==> src/rtl/proc_control_fsm_pkg.sv <==
// proc_control_fsm_pkg: step codes, opcodes and IR field positions for the bus processor control unit
package proc_control_fsm_pkg;
    typedef enum logic [1:0] {T0, T1, T2, T3} state_t;
    localparam int IR_W = 9;
    localparam int OP_HI = 8;
    localparam int OP_LO = 6;
    localparam int X_HI = 5;
    localparam int X_LO = 3;
    localparam int Y_HI = 2;
    localparam int Y_LO = 0;
    localparam logic [2:0] OP_MV = 3'b000;
    localparam logic [2:0] OP_MVI = 3'b001;
    localparam logic [2:0] OP_ADD = 3'b010;
    localparam logic [2:0] OP_SUB = 3'b011;
endpackage

==> src/rtl/proc_control_fsm_dec3to8.sv <==
// dec3to8: 3-bit register index to 8-bit one-hot select
//   w  in  3  register index
//   en in  1  enable; all outputs 0 when low
//   y  out 8  one-hot select (bit w)
module dec3to8 (
    input  logic [2:0] w,
    input  logic       en,
    output logic [7:0] y
);
    assign y = en ? 8'b1 << w : 8'b0;
endmodule

==> src/rtl/proc_control_fsm.sv <==
// proc_control_fsm: multicycle control unit sequencing R0..R7, A, G and the shared bus
//   Clock  in   clock, posedge
//   Resetn in   async reset, active-low
//   Run    in   start request, sampled only in T0
//   DIN    in   data / instruction word, IR <= DIN[DATA_W-1 -: 9]
//   Rin    out  one-hot register load enables
//   Rout   out  one-hot register bus-drive selects
//   DINout, Gout out  DIN / G drive the bus
//   Ain, Gin     out  load A / load G
//   AddSub out  0 = A+bus, 1 = A-bus
//   IRin   out  IR load strobe
//   Done   out  last step of an instruction
module proc_control_fsm
    import proc_control_fsm_pkg::*;
#(
    parameter int DATA_W = 16,
    parameter int NREG = 8
) (
    input  logic              Clock,
    input  logic              Resetn,
    input  logic              Run,
    input  logic [DATA_W-1:0] DIN,
    output logic [NREG-1:0]   Rin,
    output logic [NREG-1:0]   Rout,
    output logic              DINout,
    output logic              Gout,
    output logic              Ain,
    output logic              Gin,
    output logic              AddSub,
    output logic              IRin,
    output logic              Done
);
    state_t          state, state_next;
    logic [IR_W-1:0] ir;
    logic [2:0]      op;
    logic [7:0]      rx, ry;

    assign op = ir[OP_HI:OP_LO];

    dec3to8 dec_x (.w(ir[X_HI:X_LO]), .en(Resetn), .y(rx));
    dec3to8 dec_y (.w(ir[Y_HI:Y_LO]), .en(Resetn), .y(ry));

    always_ff @(posedge Clock or negedge Resetn)
        if (!Resetn) begin
            state <= T0;
            ir <= '0;
        end else begin
            state <= state_next;
            if (IRin) ir <= DIN[DATA_W-1 -: IR_W];
        end

    always_comb begin
        state_next = T0;
        Rin = '0;
        Rout = '0;
        DINout = 1'b0;
        Gout = 1'b0;
        Ain = 1'b0;
        Gin = 1'b0;
        AddSub = 1'b0;
        IRin = 1'b0;
        Done = 1'b0;
        case (state)
            T0: begin
                // Resetn gating keeps every output low while reset is held
                IRin = Run & Resetn;
                state_next = Run ? T1 : T0;
            end
            T1: case (op)
                OP_MV: begin
                    Rout = ry;
                    Rin = rx;
                    Done = 1'b1;
                end
                OP_MVI: begin
                    DINout = 1'b1;
                    Rin = rx;
                    Done = 1'b1;
                end
                OP_ADD, OP_SUB: begin
                    Rout = rx;
                    Ain = 1'b1;
                    state_next = T2;
                end
                default: Done = 1'b1;
            endcase
            T2: begin
                Rout = ry;
                Gin = 1'b1;
                AddSub = op == OP_SUB;
                state_next = T3;
            end
            T3: begin
                Gout = 1'b1;
                Rin = rx;
                Done = 1'b1;
            end
            default: state_next = T0;
        endcase
    end
endmodule

==> config.mk <==
export PLATFORM = sky130hd
export DESIGN_NAME = proc_control_fsm
export DESIGN_NICKNAME = d
export VERILOG_FILES = /design/src/rtl/proc_control_fsm_pkg.sv /design/src/rtl/proc_control_fsm_dec3to8.sv /design/src/rtl/proc_control_fsm.sv
export SDC_FILE = /design/constraint.sdc
export NUM_CORES = 1
export LEC_CHECK = 0
export CORE_UTILIZATION = 43
export DETAILED_ROUTE_END_ITERATION = 8
export HOLD_SLACK_MARGIN = 0.02
export PLACE_DENSITY = 0.84
export SETUP_SLACK_MARGIN = 0.4
export SLEW_MARGIN = 40
export SYNTH_ARGS = -nofsm -noshare
export SYNTH_HDL_FRONTEND = slang
export SYNTH_HIERARCHICAL = 1
export SYNTH_SLANG_ARGS = --single-unit
==> constraint.sdc <==
create_clock -name Clock -period 3.6 [get_ports Clock]
set_input_delay 0.54 -clock Clock [delete_from_list [all_inputs] [get_ports Clock]]
set_output_delay 0.54 -clock Clock [all_outputs]
set_load 0.03 [all_outputs]
Word-level counts from Yosys, hierarchy flattened --
Index checks and enable logic that the tools add are counted.
Word-level totals: flip-flop bits (word level) 11, input bits 19, output and inout bits 23
Operators by class: eq/ne operators 6, shift-type cells 2, mux-type cells 19, bitwise operators 1, reductions and logical operators 4
Operators by type and width (count):
- $pmux 8 s2 | 3
- $mux 8 | 3
- $shl 1x3->8 const A | 2
- $mux 1 | 10
- $eq 3x2->1 const B | 2
- $pmux 2 s3 | 1
- $eq 2x2->1 const B | 2
- $reduce_or 2->1 | 2
- $eq 3x1->1 const B | 1
- $logic_not 3->1 | 1
- $eq 2x1->1 const B | 1
- $logic_not 2->1 | 1
- $mux 2 | 1
- $pmux 1 s2 | 1
- $and 1x1->1 | 1

Depth between registers and ports, before layout --
Gate-level depths: netlist of the first run.
word-level depth 4, depth in mapped cells 5

By module --
The synthesis of the first run kept the hierarchy.
By module, submodules not included:
- proc_control_fsm | times used 1, cells each 61, area each 686.9 sq um, seq. area each 275.3 sq um
- dec3to8 | times used 2, cells each 8, area each 95.1 sq um, seq. area each 0.0 sq um

Worst setup path after synthesis of the first run --
Ideal clock, no wire load.
kind register to output, start register state[1], end output port Rin[0], data arrival time 1.489 ns, setup slack 1.571 ns, cell stages (with the launch flop) 6, buffers on the path 0, cells stage by stage dfrtp_1 inv_1 ha_1 nor3b_1 nor2_1 nor2b_1
On the way: cells in the longest elaborated chain, start to end 2, elaborated cells between the ends (all ways) 3, classes of those cells 2 x eq/ne; 1 x mux
RTL lines:
- start: declaration | RTL line proc_control_fsm.sv:33 | state_t state, state_next;
- start signal: assignment | RTL line proc_control_fsm.sv:48 | state <= state_next;
- $eq 2x2->1 / $eq 2x1->1 (equally long branches) | RTL line proc_control_fsm.sv:63 | case (state)
- $pmux 8 s2 * | RTL line proc_control_fsm.sv:63
- end: declaration | RTL line proc_control_fsm.sv:23 | output logic [NREG-1:0] Rin,
Every way passes the cells marked *; elsewhere a longest branch is shown, timed or not.

Final worst setup path of the first run --
start register state[1], end output port Rout[1]
On the way: cells in the longest elaborated chain, start to end 2, elaborated cells between the ends (all ways) 3, classes of those cells 2 x eq/ne; 1 x mux
RTL lines:
- $eq 2x2->1 / $eq 2x1->1 (equally long branches) | RTL line proc_control_fsm.sv:63
- $pmux 8 s2 * | RTL line proc_control_fsm.sv:63
- end: declaration | RTL line proc_control_fsm.sv:24 | output logic [NREG-1:0] Rout,
Marks and branches as above.

==> results of run 1 <==
-- stage by stage --
| stage | util, % | setup WS [ns] | hold slack, ns | power, W | std cells |
|---|---|---|---|---|---|
| detailed placement | 68.4 | 0.441 | 0.576 | 0.000721 | 136 |
| floorplan | - | 1.57 | 0.244 | 0.000571 | 77 |
| global placement | 68.4 | 0.544 | 0.553 | 0.000699 | 136 |
| CTS | 69.8 | 0.447 | 0.590 | 0.000807 | 140 |
| finish | 70.0 | 0.707 | 0.243 | 0.000798 | 140 |
| global route | 70.0 | 0.525 | 0.263 | 0.000854 | 140 |
-- state kept, by name, indices dropped and copies added (netlist names) --
signal  flops
ir          9
state       2
-- cell usage after synthesis (all sizes together) --
cell type | instances | area [um^2]
nor2 | 1 | 3.75
a22o | 8 | 70.1
and2 | 1 | 6.26
mux2 | 9 | 101
nand2 | 3 | 11.3
buf | 1 | 11.3
o21bai | 1 | 7.51
and2b | 4 | 30.0
nor3b | 1 | 7.51
o21a | 1 | 8.76
nand3 | 1 | 10.0
ha | 4 | 50.1
and3 | 2 | 17.5
inv | 5 | 18.8
and4b | 6 | 65.1
nor2b | 5 | 38.8
nor4b | 3 | 38.8
and4bb | 6 | 75.1
dfrtp | 11 | 275
o21ai | 2 | 10.0
and4 | 2 | 20.0
-- cell usage in the layout, fill, tap and decap left out --
cell type	Yosys	layout
a22o_1	8	8
and2_1	1	1
and2b_1	4	4
and3_1	1	1
and3_4	1	1
and4_2	2	2
and4b_1	2	2
and4b_2	4	4
and4bb_1	4	4
and4bb_2	2	2
buf_4	0	1
clkbuf_1	0	1
clkbuf_4	0	3
clkdlybuf4s50_1	0	33
dfrtp_1	11	11
dlymetal6s2s_1	0	1
ha_1	4	4
inv_1	5	5
mux2_2	9	9
nand2_1	3	3
nand3_2	1	1
nor2_1	1	1
nor2b_1	4	4
nor2b_4	1	1
nor3b_1	1	1
nor4b_1	1	1
nor4b_2	2	2
o21a_2	1	1
o21ai_0	2	2
o21bai_1	1	1
-- where the power goes --
part	leakage, nW	total, W	internal (W)	switching [W]
clock	0.0150	0.0000817	0.0000429	0.0000388
sequential	0.132	0.000295	0.000186	0.000108
combinational	0.406	0.000422	0.000222	0.000201
total	0.553	0.000798	0.000451	0.000348
-- timing repair --
action                     in CTS  in global routing
setup endpoints to repair       0                  1
resized for setup               0                  1
setup buffers                   0                  0
-- routing by layer --
metal | vias up | global-route usage, % | wire length [um]
met4 | 0 | 6.86 | 29
li1 | 372 | - | -
met2 | 21 | 37.5 | 1070
met3 | 2 | 0 | 31
met5 | - | 0 | 0
met1 | 369 | 22.7 | 816
-- how the worst max path moves through the flow --
| stage | cells after the start | endpoint | startpoint | slack (ns) |
|---|---|---|---|---|
| after global routing | 6 | Rin[6] | state[1]$_DFF_PN0_ | 0.53 |
| final | 6 | Rout[1] | state[1]$_DFF_PN0_ | 0.71 |
| after CTS | 4 | Rin[0] | Resetn | 0.45 |
| after global placement | 4 | Rin[0] | Resetn | 0.54 |
| after detailed placement | 4 | Rin[0] | Resetn | 0.44 |
| after floorplan | 5 | Rin[0] | state[1]$_DFF_PN0_ | 1.57 |
-- final cells by class --
class	count	share of cell area (%)
inverter	5	1.47
timing repair buffer	35	27.5
clock buffer	4	2.06
multi-input combinational	60	44.9
sequential	11	21.6
tap	25	2.46
-- cell families (layout without fill, tap and decap cells) --
kind of cell | Yosys count | after routing | share of synthesized area [%]
compound gates | 12 | 12 | 11.0
simple gates | 35 | 35 | 36.9
mux | 9 | 9 | 11.6
flops | 11 | 11 | 31.4
fa+ha+maj | 4 | 4 | 5.71
buf+inv | 6 | 44 | 3.42
==> flow_summary.yaml, run 1 <==
status:
  outcome: "completed"
worst_setup_path:
  start_kind: "register"
  worst-path-buf-inv: 2
  path_class: "register to output pin"
  r2r_slack_ns: 2.17
  crit_required_ns: 3.06
  max_stage_delay_ns: 0.67
  timing.rr.start: "state[1]$_DFF_PN0_"
  crit_arrival_ns: 2.35
  worstPathMaxFanout: 8
  path_delay_family: "buffers and inverters"
  critPathSlowestCell: "clkdlybuf4s50_1"
  r2r_end: "ir[5]$_DFFE_PN0P_"
  reg2reg_depth: 4
  endpoint_kind: "output pin"
  crit_chain: "inv_1 -> ha_1 -> nor4b_1 -> o21a_2 -> a22o_1 -> clkdlybuf4s50_1"
synthesis:
  ys_warn_count: 6
  synth.cell_area_um2: 877
  synth_cells: 77
  ys_types: 26
  ys_ff_latch: 11
  synth_fp_nets: 100
  syn_area_per_cell_um2: 11.4
  yosysSeqAreaShare_pct: 31.4
cells_and_area:
  post-route-cell-area_mm2: 0.00127
  fill_cells: 147
  final-seq-area_um2: 275
  multi_input_area_um2: 572
  drive_above_1_share_pct: 23.5
  layout.nets: 139
  syn_to_final_growth_pct: 45.2
  antenna_cells: 0
floorplanning:
  core_mm2: 0.00182
  num_rows: 15
  dieHeight_um: 47.2
  start_util_pct: 48.2
  die_w_um: 47.2
  io_pins: 42
  die-area_mm2: 0.00222
sta:
  finalMaxSlewViolations: 0
  maxSlewHeadroom_pct: 63.0
  rsz0062_at_grt: "false"
  min_period_ns: 2.89
  fin_setup_tns_ns: 0
  fin_crit_sh_pct: 80.4
  setup_viol: 0
  tightest_slew_ns: 0.555
  final.setup_skew_ns: 0.00124
  finalHoldViolCount: 0
  max_freq_mhz: 346
clock_tree:
  cts_tree: "yes"
  clk_latency_ns: 0.26
  cts_sinks: 11
  cts_buffers: 3
  htree_levels: 1
  clkTransAtPathRegs_ns: 0.06
  cts_root_buf: "clkbuf_4"
  clock_path_buffers: 2
  hold_buffers: 0
global_routing:
  antenna_found_initial: 0
  grt_pass1_vias: 735
  grt_pass1_wl_um: 3090
  grt_max_degree: 21
  grt.overflow.total: 0
  grt_usage_pct: 19.3
routing:
  drt_pass1_iterations: 4
  vias_per_cell: 5.46
  drc: 0
  vias: 764
  drt_iter0_markers: 2
  routed_wl_um: 1950
  routedWlPerCell_um: 13.9
  final_antenna_net_count: 0
power_and_ir_drop:
  ir_worst_vdd_uv: 553
  powerDensity_mw_per_mm2: 627
  p_leak_nw: 0.553
hold_path:
  hold_class: "input pin to asynchronous set/reset pin"
placement:
  port_buffers: 34
  place_hpwl_um: 1570
  place_area_mm2: 0.00124
  gp_congestion: 0.793
run:
  cap_violations: 0
Note: power is estimated with default switching activity, not from simulation.
==> run 2, diff against run 1 <==
Settings changed: CORE_UTILIZATION 43 to 36, PLACE_DENSITY 0.84 to 0.75.
Clock period 3.6 ns to 2.6 ns, I/O delays scaled along.
==> run 2 against run 1 <==
Cell count increased by 4.3%. Worst hold slack improved by 0.0039 ns. First-iteration DRC count increased by 50%. Critical path type unchanged. Largest power group unchanged.
==> flow_summary.yaml, run 2 (same netlist as run 1, synthesis figures left out) <==
status:
  outcome: "completed"
sta:
  maxSlewHeadroom_pct: 79.0
  fin_crit_sh_pct: 81.7
  finalHoldViolCount: 0
  rsz0062_at_grt: "false"
  finalMaxSlewViolations: 0
  setup_viol: 0
  tightest_slew_ns: 0.315
  fin_setup_tns_ns: 0
  min_period_ns: 2.12
  max_freq_mhz: 471
  holdWs_ns: 0.246
  final.setup_skew_ns: 0.00239
worst_setup_path:
  crit_chain: "inv_1 -> ha_1 -> and3_4 -> a22o_1 -> buf_4"
  path_class: "register to output pin"
  crit_required_ns: 2.21
  crit_arrival_ns: 1.73
  max_stage_delay_ns: 0.43
  endpoint_kind: "output pin"
  worstPathMaxFanout: 8
  start_kind: "register"
  critPathSlowestCell: "dfrtp_1"
clock_tree:
  htree_levels: 1
  cts_buffers: 3
  cts_tree: "yes"
  cts_root_buf: "clkbuf_4"
  cts_sinks: 11
  clkTransAtPathRegs_ns: 0.07
  clock_path_buffers: 2
  clk_latency_ns: 0.26
placement:
  gp_congestion: 0.767
  port_buffers: 34
  place_hpwl_um: 1510
cells_and_area:
  multi_input_area_um2: 607
  antenna_cells: 0
  drive_above_1_share_pct: 44.1
  layout_common_cells: "20 x buf_4, 12 x clkdlybuf4s50_1, 11 x dfrtp_1"
  layout.nets: 142
  fill_cells: 219
  final-seq-area_um2: 275
  largest-register: "ir"
  final_common_cell: "buf_4"
  largest_register_ffs: 9
  syn_to_final_growth_pct: 47.6
  top_regs: "ir (9), state (2)"
run:
  cap_violations: 0
floorplanning:
  start_util_pct: 38.9
  core_mm2: 0.00225
  io_pins: 42
  die_w_um: 51.4
  dieHeight_um: 51.4
  die-area_mm2: 0.00264
  num_rows: 17
routing:
  vias_per_cell: 5.14
  final_antenna_net_count: 0
  drt_pass1_iterations: 3
  drc: 0
  vias: 751
  drt_iter0_markers: 3
  routed_wl_um: 1930
  routedWlPerCell_um: 13.2
global_routing:
  grt_max_degree: 17
  grt_pass1_vias: 695
  antenna_found_initial: 0
  grt_pass1_wl_um: 3010
  grt.overflow.total: 0
  grt_usage_pct: 14.9
power_and_ir_drop:
  power_w: 0.00114
  powerDensity_mw_per_mm2: 879
  ir_worst_vdd_uv: 534
  p_leak_nw: 0.641
hold_path:
  hold_class: "input pin to asynchronous set/reset pin"
run 2: through the flow:
step | utilization [%] | cell area, um^2 | setup slack (ns) | std cells
2_1_floorplan | - | 877 | 0.721 | 77
3_3_place_gp | 54.2 | 1220 | 0.430 | 141
3_5_place_dp | 54.2 | 1220 | 0.399 | 141
4_1_cts | 55.2 | 1240 | 0.341 | 145
5_1_grt | 57.4 | 1290 | 0.406 | 146
6_report | 57.4 | 1290 | 0.475 | 146
run 2: layout make-up:
type | instances | share of cell area, %
multi-input combinational | 60 | 46.9
inverter | 5 | 1.45
sequential | 11 | 21.3
clock buffer | 4 | 2.03
timing repair buffer | 38 | 25.7
tap | 28 | 2.71
run 2: power by group:
part	leakage [nW]	total, W	internal, W	switching [W]
sequential	0.132	0.000419	0.000258	0.000161
combinational	0.494	0.000610	0.000322	0.000288
clock	0.0150	0.000110	0.0000592	0.0000505
run 2: worst paths after layout:
| kind | slack (ns) | depth (start not counted) | endpoint | start |
|---|---|---|---|---|
| min | 0.25 | 2 | state[0]$_DFF_PN0_ | Resetn |
| max | 0.48 | 5 | Rout[7] | state[0]$_DFF_PN0_ |
| min reg2reg | 0.56 | 1 | state[0]$_DFF_PN0_ | state[1]$_DFF_PN0_ |
| max in group asynchronous | 2.22 | 2 | ir[1]$_DFFE_PN0P_ | Resetn |
| min in group Clock | 0.56 | 1 | state[0]$_DFF_PN0_ | state[1]$_DFF_PN0_ |
| max reg2reg | 1.13 | 5 | ir[1]$_DFFE_PN0P_ | state[0]$_DFF_PN0_ |
run 2: routing by layer:
layer | GRT usage (%) | vias up | part of all wire [%]
met4 | 5.41 | 0 | 0
li1 | - | 382 | -
met3 | 0.893 | 0 | 3.7
met2 | 24.9 | 19 | 48
met5 | 0 | - | 0
met1 | 20.1 | 350 | 48
run 2: repair_timing:
item                       CTS  global route
setup buffers                0             1
pin swaps                    0             1
hold buffers                 0             0
resized for setup            3            10
setup endpoints to repair   15            18
run 2: worst max-delay path, delay by kind of cell (launching register included):
family	cells	cell delay (ns)
adder cells (fa/ha/maj)	1	0.33
AND/OR/NAND/NOR	1	0.21
flip-flops	1	0.43
AO/OA/AOI/OAI	1	0.24
buffers and inverters	2	0.28
==> run 3, diff against run 2 <==
Settings changed: CORE_UTILIZATION 36 to 40, PLACE_DENSITY 0.75 to 0.79.
Clock period 2.6 ns to 2.1 ns, I/O delays scaled along.
==> run 3 against run 2 <==
Cell area up 13%. Highest routed layer is now met4. Wire length is 4.0% higher. Via count increased by 5.6%. Global-route usage up 3.8 points. Critical path type unchanged. Register-to-register slack got worse by 0.50 ns. Die area decreased by 9.6%. Core utilization is 16 points higher. Worst hold slack improved by 0.11 ns.
==> flow_summary.yaml, run 3 (same netlist as run 1, synthesis figures left out) <==
floorplanning:
  io_pins: 42
  core_mm2: 0.00200
  die_w_um: 48.8
  dieHeight_um: 48.8
  start_util_pct: 43.8
  num_rows: 16
  die-area_mm2: 0.00238
routing:
  final_antenna_net_count: 0
  drt_pass1_iterations: 3
  drc: 0
  drt_iter0_markers: 4
  vias_per_cell: 5.15
  routedWlPerCell_um: 13.0
  vias: 793
  routed_wl_um: 2000
clock_tree:
  cts_tree: "yes"
  htree_levels: 1
  clock_path_buffers: 2
  cts_sinks: 11
  clkTransAtPathRegs_ns: 0.07
  cts_buffers: 3
  clk_latency_ns: 0.26
  hold_buffers: 0
  cts_root_buf: "clkbuf_4"
cells_and_area:
  layout_common_cells: "19 x buf_4, 14 x buf_6, 11 x dfrtp_1"
  final_common_cell: "buf_4"
  finalNonFillerCells: 154
  post-route-cell-area_mm2: 0.00147
  largest_register_ffs: 9
  fill_cells: 147
  largest-register: "ir"
  drive_above_1_share_pct: 66.1
  layout.nets: 151
  top_regs: "ir (9), state (2)"
  antenna_cells: 0
  syn_to_final_growth_pct: 67.0
worst_setup_path:
  start_kind: "register"
  crit_arrival_ns: 1.71
  path_delay_family: "compound AO/OA/AOI/OAI gates"
  crit_chain: "ha_4 -> buf_6 -> nor4b_4 -> o21a_4 -> a22o_4 -> buf_6"
  critPathSlowestCell: "dfrtp_1"
  path_class: "register to output pin"
  worst-path-buf-inv: 2
  crit_required_ns: 1.78
  cpMostUsedCell: "buf_6"
  max_stage_delay_ns: 0.43
  worstPathMaxFanout: 8
  endpoint_kind: "output pin"
placement:
  port_buffers: 34
  gp_congestion: 0.775
  dp.cells: 145
  place_area_mm2: 0.00127
  place_hpwl_um: 1560
global_routing:
  antenna_found_initial: 0
  grt_pass1_wl_um: 3470
  grt_max_degree: 17
  grt_usage_pct: 18.7
  grt.overflow.total: 0
  grt_pass1_vias: 746
power_and_ir_drop:
  p_leak_nw: 0.687
  powerDensity_mw_per_mm2: 1100
  ir_worst_vdd_uv: 763
sta:
  finalMaxSlewViolations: 0
  rsz0062_at_grt: "true"
  maxSlewHeadroom_pct: 73.6
  fin_crit_sh_pct: 96.3
  tightest_slew_ns: 0.396
  final.setup_skew_ns: 0.00494
  fin_setup_tns_ns: 0
  holdWs_ns: 0.357
  setup_viol: 0
  min_period_ns: 2.02
  max_freq_mhz: 494
  finalHoldViolCount: 0
run:
  cap_violations: 0
status:
  outcome: "completed"
hold_path:
  hold_class: "input pin to asynchronous set/reset pin"
## run 3: cell count changes in the layout (fill, tap and decap cells not counted), sizes merged
cell / before / now
buf: 21 / 34
clkdlybuf4s15: 0 / 2
dlygate4sd2: 3 / 0
clkdlybuf4s50: 12 / 10
dlymetal6s2s: 2 / 0
clkinv: 0 / 1
## run 3: worst reg2reg max path: stages, from the launching register on
cell and delay (ns):
dfrtp_1 0.37, inv_2 0.06, buf_4 0.14, ha_4 0.15, nand3_2 0.07, buf_4 0.12
buf_4 0.11, mux2_2 0.32
## run 3: path summary, 6_finish.rpt
check                                    from            endpoint  slack (ns)  cells after the start
max                        state[0]$_DFF_PN0_             Rout[4]        0.08                      6
min                                    Resetn  state[1]$_DFF_PN0_        0.36                      2
max reg2reg                state[1]$_DFF_PN0_   ir[1]$_DFFE_PN0P_        0.63                      7
min reg2reg                 ir[6]$_DFFE_PN0P_   ir[6]$_DFFE_PN0P_        0.65                      1
max in group asynchronous              Resetn   ir[0]$_DFFE_PN0P_        1.61                      2
min in group Clock          ir[6]$_DFFE_PN0P_   ir[6]$_DFFE_PN0P_        0.65                      1
## run 3: area by class of cell
class / count / area (um^2) / area share [%]
clock buffer: 3 / 22.5 / 1.54
clock inverter: 1 / 5.00 / 0.342
inverter: 5 / 18.8 / 1.28
multi-input combinational: 60 / 678 / 46.3
sequential: 11 / 275 / 18.8
tap: 27 / 33.8 / 2.31
timing repair buffer: 47 / 432 / 29.5
## run 3: routing by layer
metal | GRT usage [%] | share of wire, %
met1 | 26.1 | 49
met2 | 29.6 | 49
met3 | 0.935 | 2.1
met4 | 8.82 | 0.70
met5 | 0 | 0
## run 3: report_power, final
part / internal, W / switching (W)
logic: 0.000533 / 0.000420
clock network: 0.0000704 / 0.0000682
registers: 0.000319 / 0.000200
total: 0.000923 / 0.000689
## run 3: what timing repair did
item | CTS | global route
setup endpoints to repair | 23 | 22
pin swaps | 4 | 5
gates resized for setup | 42 | 19
buffers inserted | 4 | 1
## run 3: per-stage QoR
step / setup slack (ns) / power [W] / util [%]
floorplan: 0.296 / 0.000981 / -
detailed placement: 0.0119 / 0.00128 / 63.6
CTS: 0.0130 / 0.00153 / 70.2
global placement: 0.0449 / 0.00125 / 63.6
finish: 0.0777 / 0.00161 / 73.2
global route: 0.0190 / 0.00173 / 73.2
